===== src/rtl/bcd_pkg.sv =====
// bcd_pkg: shared BCD digit type, digit limits and load sanitiser for the BCD counter
package bcd_pkg;
   typedef logic [3:0] bcd_digit_t;
   localparam bcd_digit_t BCD_MAX = 4'd9;
   localparam bcd_digit_t BCD_MIN = 4'd0;
   function automatic bcd_digit_t bcd_sanitise(input bcd_digit_t d);
      return (d > BCD_MAX) ? BCD_MIN : d;
   endfunction
endpackage


===== src/rtl/bcd_digit_cell.sv =====
// bcd_digit_cell: one BCD digit register; steps up/down with 9<->0 roll, loads a sanitised nibble
module bcd_digit_cell
   import bcd_pkg::*;
(
   input  logic       clk,
   input  logic       rst,
   input  logic       step,
   input  logic       up,
   input  logic       ld,
   input  bcd_digit_t ld_val,
   output bcd_digit_t q,
   output logic       at_max,
   output logic       at_min
);
   bcd_digit_t q_q, q_d;
   assign at_max = (q_q == BCD_MAX);
   assign at_min = (q_q == BCD_MIN);
   assign q      = q_q;
   always_comb begin
      q_d = ld    ? bcd_sanitise(ld_val) :
            !step ? q_q :
            up    ? (at_max ? BCD_MIN : q_q + 4'd1) :
                    (at_min ? BCD_MAX : q_q - 4'd1);
   end
   always_ff @(posedge clk) begin
      if (rst) q_q <= BCD_MIN;
      else     q_q <= q_d;
   end
endmodule


===== src/rtl/bcd_updown_counter.sv =====
// bcd_updown_counter: N-digit BCD up/down counter with wrap or saturate, tc and sticky wrapped flag.
// Define BCD_CNT_LOAD_EN to add the load/load_val parallel-load ports.
module bcd_updown_counter
   import bcd_pkg::*;
#(
   parameter int DIGITS  = 4,
   parameter bit WRAP_EN = 1'b1
)(
   input  logic                clk,
   input  logic                rst,
   input  logic                en,
   input  logic                up,
   input  logic                clr_wrap,
`ifdef BCD_CNT_LOAD_EN
   input  logic                load,
   input  logic [4*DIGITS-1:0] load_val,
`endif
   output logic [4*DIGITS-1:0] count,
   output logic                tc,
   output logic                wrapped
);
   logic [DIGITS-1:0]   at_max, at_min, lim, step;
   logic [4*DIGITS-1:0] ld_val;
   logic                ld, lim_all, en_eff, wrapped_q, wrapped_d;
`ifdef BCD_CNT_LOAD_EN
   assign ld     = load;
   assign ld_val = load_val;
`else
   assign ld     = 1'b0;
   assign ld_val = '0;
`endif
   assign lim     = up ? at_max : at_min;
   assign lim_all = &lim;
   assign tc      = en & lim_all;
   // In saturate mode a step at the limit is swallowed entirely, so no digit moves.
   assign en_eff  = en & ~ld & (WRAP_EN | ~lim_all);
   always_comb begin
      wrapped_d = (tc & ~ld) ? 1'b1 : clr_wrap ? 1'b0 : wrapped_q;
   end
   always_ff @(posedge clk) begin
      if (rst) wrapped_q <= 1'b0;
      else     wrapped_q <= wrapped_d;
   end
   assign wrapped = wrapped_q;
   for (genvar g = 0; g < DIGITS; g++) begin : g_digit
      if (g == 0) begin : g_lsd
         assign step[g] = en_eff;
      end else begin : g_ripple
         assign step[g] = en_eff & (&lim[g-1:0]);
      end
      bcd_digit_cell u_cell (
         .clk    (clk),
         .rst    (rst),
         .step   (step[g]),
         .up     (up),
         .ld     (ld),
         .ld_val (ld_val[4*g +: 4]),
         .q      (count[4*g +: 4]),
         .at_max (at_max[g]),
         .at_min (at_min[g])
      );
   end
endmodule

===== config.mk =====
export PLATFORM = sky130hd
export DESIGN_NAME = bcd_updown_counter
export DESIGN_NICKNAME = d
export VERILOG_FILES = /design/src/rtl/bcd_pkg.sv /design/src/rtl/bcd_digit_cell.sv /design/src/rtl/bcd_updown_counter.sv
export SDC_FILE = /design/constraint.sdc
export NUM_CORES = 1
export LEC_CHECK = 0
export ABC_AREA = 1
export BUFFER_PORTS_ARGS = -buffer_cell sky130_fd_sc_hd__buf_2
export CAP_MARGIN = 10
export CORE_MARGIN = 4
export CORE_UTILIZATION = 35
export CTS_CLUSTER_DIAMETER = 120
export CTS_CLUSTER_SIZE = 25
export DETAILED_ROUTE_END_ITERATION = 8
export GPL_TIMING_DRIVEN = 1
export MAX_ROUTING_LAYER = met4
export PLACE_DENSITY = 0.62
export SYNTH_ARGS = -nofsm -noshare
export SYNTH_HDL_FRONTEND = slang
export SYNTH_HIERARCHICAL = 1
export SYNTH_SLANG_ARGS = --single-unit

===== constraint.sdc =====
create_clock -name clk -period 2 [get_ports clk]
set_input_delay 0.4 -clock clk [delete_from_list [all_inputs] [get_ports clk]]
set_output_delay 0.4 -clock clk [all_outputs]
set_load 0.05 [all_outputs]

# ---- Word-level counts from Yosys, hierarchy flattened
# Index checks and enable logic that the tools add are counted.
dict set report totals {
  regBits 17
  latch_bits 0
  mem_bits_rw 0
  romBits 0
  input_bits 5
  word_cells 44
  n_memories 0
}
dict set report op_classes {
  addsub 8
  n_mul 0
  div 0
  n_lt_le_gt_ge 0
  eq_ne 4
  shifts 0
  muxes 15
  bitwise 4
  reduce_logical 8
}
# op count
set ops {}
lappend ops {{4-bit 2-to-1 mux} 13}
lappend ops {{4-bit by 1-bit adder with 4-bit output, second input constant} 4}
lappend ops {{4-bit equality test, second input constant} 4}
lappend ops {{4-bit logical NOT} 4}
lappend ops {{4-bit by 1-bit subtractor with 4-bit output, second input constant} 4}
lappend ops {{1-bit AND} 4}
lappend ops {{4-bit AND reduction} 1}
lappend ops {{3-bit AND reduction} 1}
lappend ops {{1-bit 2-to-1 mux} 2}
lappend ops {{2-bit AND reduction} 1}
lappend ops {{2-bit nonzero test} 1}

# ---- Longest topological paths before layout
dict set report logic_depth {
  word_depth 5
  ltp_mapped 14
}

# ---- Cells and area by module
# Netlist, hierarchy kept.
# module instances cells_each area_per_inst_um2
set by_module_without_submodules {}
lappend by_module_without_submodules {bcd_digit_cell 4 70 375.4}
lappend by_module_without_submodules {bcd_updown_counter 1 27 141.4}

# ---- Worst setup path after synthesis
# Ideal clock, no wire load.
dict set report synth_timing {
  path_type {reg2out}
  from {register g_digit[1].u_cell.q_q[0]}
  to {output port tc}
  arrival_ns 1.715
  path_slack_ns -0.115
  path_stages_with_launch 10
  path_buffers 1
  path_cell_list {dfxtp_1 -> buf_6 -> nand2_1 -> nor2_1 -> inv_1 -> nand2_1 -> o21ai_0 -> nor2_2 -> nand2_2 -> inv_1}
}
dict set report synth_via {
  elab_chain_cells 4
  elab_cells_between_ends 5
  cone_classes {eq/ne: 1; mux: 1; bitwise: 1; reduce/logical: 2}
}
# element line_no
set synth_rtl {}
lappend synth_rtl {{start: declaration} bcd_digit_cell.sv:15} ;# bcd_digit_t q_q, q_d;
lappend synth_rtl {{start signal: assignment} bcd_digit_cell.sv:27} ;# else q_q <= q_d;
lappend synth_rtl {{4-bit equality test} bcd_digit_cell.sv:16} ;# assign at_max = (q_q == BCD_MAX);
lappend synth_rtl {{named net at_max[1]} bcd_updown_counter.sv:22} ;# logic [DIGITS-1:0] at_max, at_min, lim, step;
lappend synth_rtl {{4-bit 2-to-1 mux} bcd_updown_counter.sv:32} ;# assign lim = up ? at_max : at_min;
lappend synth_rtl {{4-bit AND reduction} bcd_updown_counter.sv:33} ;# assign lim_all = &lim;
lappend synth_rtl {{1-bit AND} bcd_updown_counter.sv:34} ;# assign tc = en & lim_all;
lappend synth_rtl {{end: declaration} bcd_updown_counter.sv:19} ;# output logic tc,
# The timed path passes the listed nets, and every way through them passes these cells.

# ---- Worst setup path in the final report
dict set report layout_timing {
  from {register g_digit[0].u_cell.q_q[1]}
  to {output port tc}
}
dict set report layout_via {
  elab_chain_cells 4
  elab_cells_between_ends 5
  cone_classes {eq/ne: 1; mux: 1; bitwise: 1; reduce/logical: 2}
}
# element line_no
set layout_rtl {}
lappend layout_rtl {{start: declaration} bcd_digit_cell.sv:15}
lappend layout_rtl {{start signal: assignment} bcd_digit_cell.sv:27}
lappend layout_rtl {{4-bit logical NOT} bcd_digit_cell.sv:17} ;# assign at_min = (q_q == BCD_MIN);
lappend layout_rtl {{named net at_min[0]} bcd_updown_counter.sv:22}
lappend layout_rtl {{4-bit 2-to-1 mux} bcd_updown_counter.sv:32}
lappend layout_rtl {{4-bit AND reduction} bcd_updown_counter.sv:33}
lappend layout_rtl {{1-bit AND} bcd_updown_counter.sv:34}
# The timed path passes the listed nets, and every way through them passes these cells.

==> results.txt <==
PortBufs - 22
CTS tree - yes
hold path endpoint - wrapped
Leak Pwr - 0.00120 uW
crit-path max FO - 4
Worst-path clk slew - 0.07 ns
I/O pins - 23
Synth Register Bits - 17
GP Congestion - 0.917
final hold vios - 0
worst path required time - 1.60 ns
Root Driver - clkbuf_8
commonest cells after routing, fill and taps aside - 105 x nand2_1, 39 x nand3_1, 38 x nor2_1
dpl hpwl - 3160 um
Reg2Reg Launch Point - g_digit[1].u_cell/q[3]
met3 usage - 0.0236
site row count - 24
GRT busiest layer - met2
total congestion overflow - 0
largest net degree at the start of global routing - 14
Hold Path Depth - 4
min cycle time layout - 1.94 ns
cts bufs inserted - 3
Placed Cells - 427
Die H - 76.5 um
share of the yosys chip area belonging to registers - 0.207
CP arrival - 1.54 ns
Wirelength per Cell - 9.64 um
worst r2r path cells - 11
fin nets - 393
Mapped Area - 1640 um^2
max-cap viol count - 0
crit path launch type - register
Via Count - 1978
post-synth cell types - 19
GRT Total Usage - 0.149
synthesis-to-finish area growth - 33.2%
DRT antenna net count - 0
mean number of vias per cell - 4.51
layout cells sized above 1 - 0.248
DIE AREA - 5850 um^2
met1 usage - 0.191
Worst Clk Skew - 0.00439 ns
outcome - finished, final reports clean
Initial Util - 0.370
most common cell after layout, fill and taps aside - nand2_1
Avg Cell Area, Syn - 5.35 um^2
drt total wl - 4230 um
post-synthesis cell count - 307
fin crit share - 0.970
Power Total - 1180 uW
area of the core - 4440 um^2
Detailed Routing Iterations Pass 1 - 4
DRC Markers - 0
# diodes - 0
reg2reg setup slack - 0.21 ns
Worst Setup SP - g_digit[0].u_cell/q[1]
Synth area leader - nand2_1
initial antenna violation count - 0
FMAX - 515 MHz
CP Class - reg -> out
first-pass GRT wire length - 7290 um
Initial DRC Count - 95
Finished Layout Cells - 439
clk_lat worst skew - 0.26 ns
kind of end point of the critical path - output port
H-tree depth - 1
met2 usage in global routing - 0.236
Yosys top cell area share - 0.242
vias in the first global route - 1746
largest cells by area after synthesis - nand2_1 24%, dfxtp_1 21%, nand3_1 12%
reg2reg end - g_digit[3].u_cell/q[3]
max-slew violations - 0
Clock Sink Count - 17
hold path startpoint - clr_wrap
synthesis warning total - 6
clk buf depth - 2
final setup vio count - 0
maximum vdd drop - 0.000226 V
pwr dens - 540 nW/um^2
Die X - 76.5 um
Hold Path Class - in -> reg
==> worst max-delay path, cell delays in order (launching register included) <==
cell and delay (ns):
dfxtp_4 0.36, nor2_4 0.14, nand3_2 0.09, inv_1 0.07
inv_1 0.04, nand2_2 0.06, nand3_4 0.09, nor2_4 0.13
nand2_2 0.07, inv_1 0.07, buf_6 0.15
==> worst max-delay path by stage <==
stage | end | cells past startpoint
3_3_place_gp | tc | 10
6_report | tc | 10
3_5_place_dp | tc | 10
2_1_floorplan | tc | 9
5_1_grt | tc | 10
4_1_cts | tc | 10
==> state kept, by name, summed over array words and instances (netlist names) <==
signal            cells
g_digit.u_cell/q     16
wrapped               1
==> metal layers <==
| layer | vias to the layer above | share of wire | wire, um |
|---|---|---|---|
| met5 | - | 0 | 0 |
| met4 | 0 | 0.0087 | 37 |
| met3 | 6 | 0.045 | 192 |
| met2 | 45 | 0.45 | 1920 |
| met1 | 844 | 0.49 | 2080 |
| li1 | 1083 | - | - |
==> layout make-up <==
cell class,count,area (um^2)
fillers,499,2260
multi-input cells,269,1230
flip-flops and latches,17,358
repair buffers,45,289
inverters,52,198
well taps,52,65.1
clock buffers,4,45.0
==> power breakdown <==
group / internal [uW] / switching (uW) / leakage [uW]
registers: 365 / 38.3 / 0.000144
logic: 177 / 329 / 0.00103
clock network: 142 / 129 / 0.0000228
==> through the flow <==
| stage | instance area, um^2 | hold WS (ns) | setup WS, ns | utilization | setup TNS, ns |
|---|---|---|---|---|---|
| 2_1_floorplan | 1780 | 0.455 | 0.00187 | - | 0 |
| 3_3_place_gp | 2020 | 0.463 | 0.120 | 0.455 | 0 |
| 3_5_place_dp | 2020 | 0.469 | 0.110 | 0.455 | 0 |
| 4_1_cts | 2090 | 0.395 | 0.00305 | 0.470 | 0 |
| 5_1_grt | 2190 | 0.430 | -0.00790 | 0.492 | -0.00790 |
| 6_report | 2190 | 0.403 | 0.0600 | 0.492 | 0 |
==> synth_stat cells <==
cell	n
clkinv_1	4
inv_1	39
conb_1	1
o22ai_1	4
nor2_2	5
buf_6	4
nand2_1	106
inv_2	9
o21ai_0	9
a21oi_2	9
o211ai_1	4
a21oi_1	4
nor3b_1	1
nand3_1	40
dfxtp_1	17
nand2_2	6
nand4_1	4
nor2_1	40
nand3_2	1
==> timing repair <==
action                     4_1_cts  5_1_grt
gates resized for setup          9       15
setup buffers                    0        8
pin swaps                        0        5
hold buffers                     0        0
gates cloned                     0        0
setup endpoints to repair        1        4
==> logic make-up (layout without fill, tap and decap cells) <==
| group | Yosys count | count (layout) | synth area share |
|---|---|---|---|
| buffers and inverters | 56 | 101 | 0.146 |
| AND/OR/NAND/NOR | 203 | 203 | 0.523 |
| AO/OA/AOI/OAI | 30 | 30 | 0.121 |
| other | 1 | 36 | 0.00228 |
| flip-flops | 17 | 17 | 0.207 |
No activity file was read; power rests on OpenSTA's default activity.
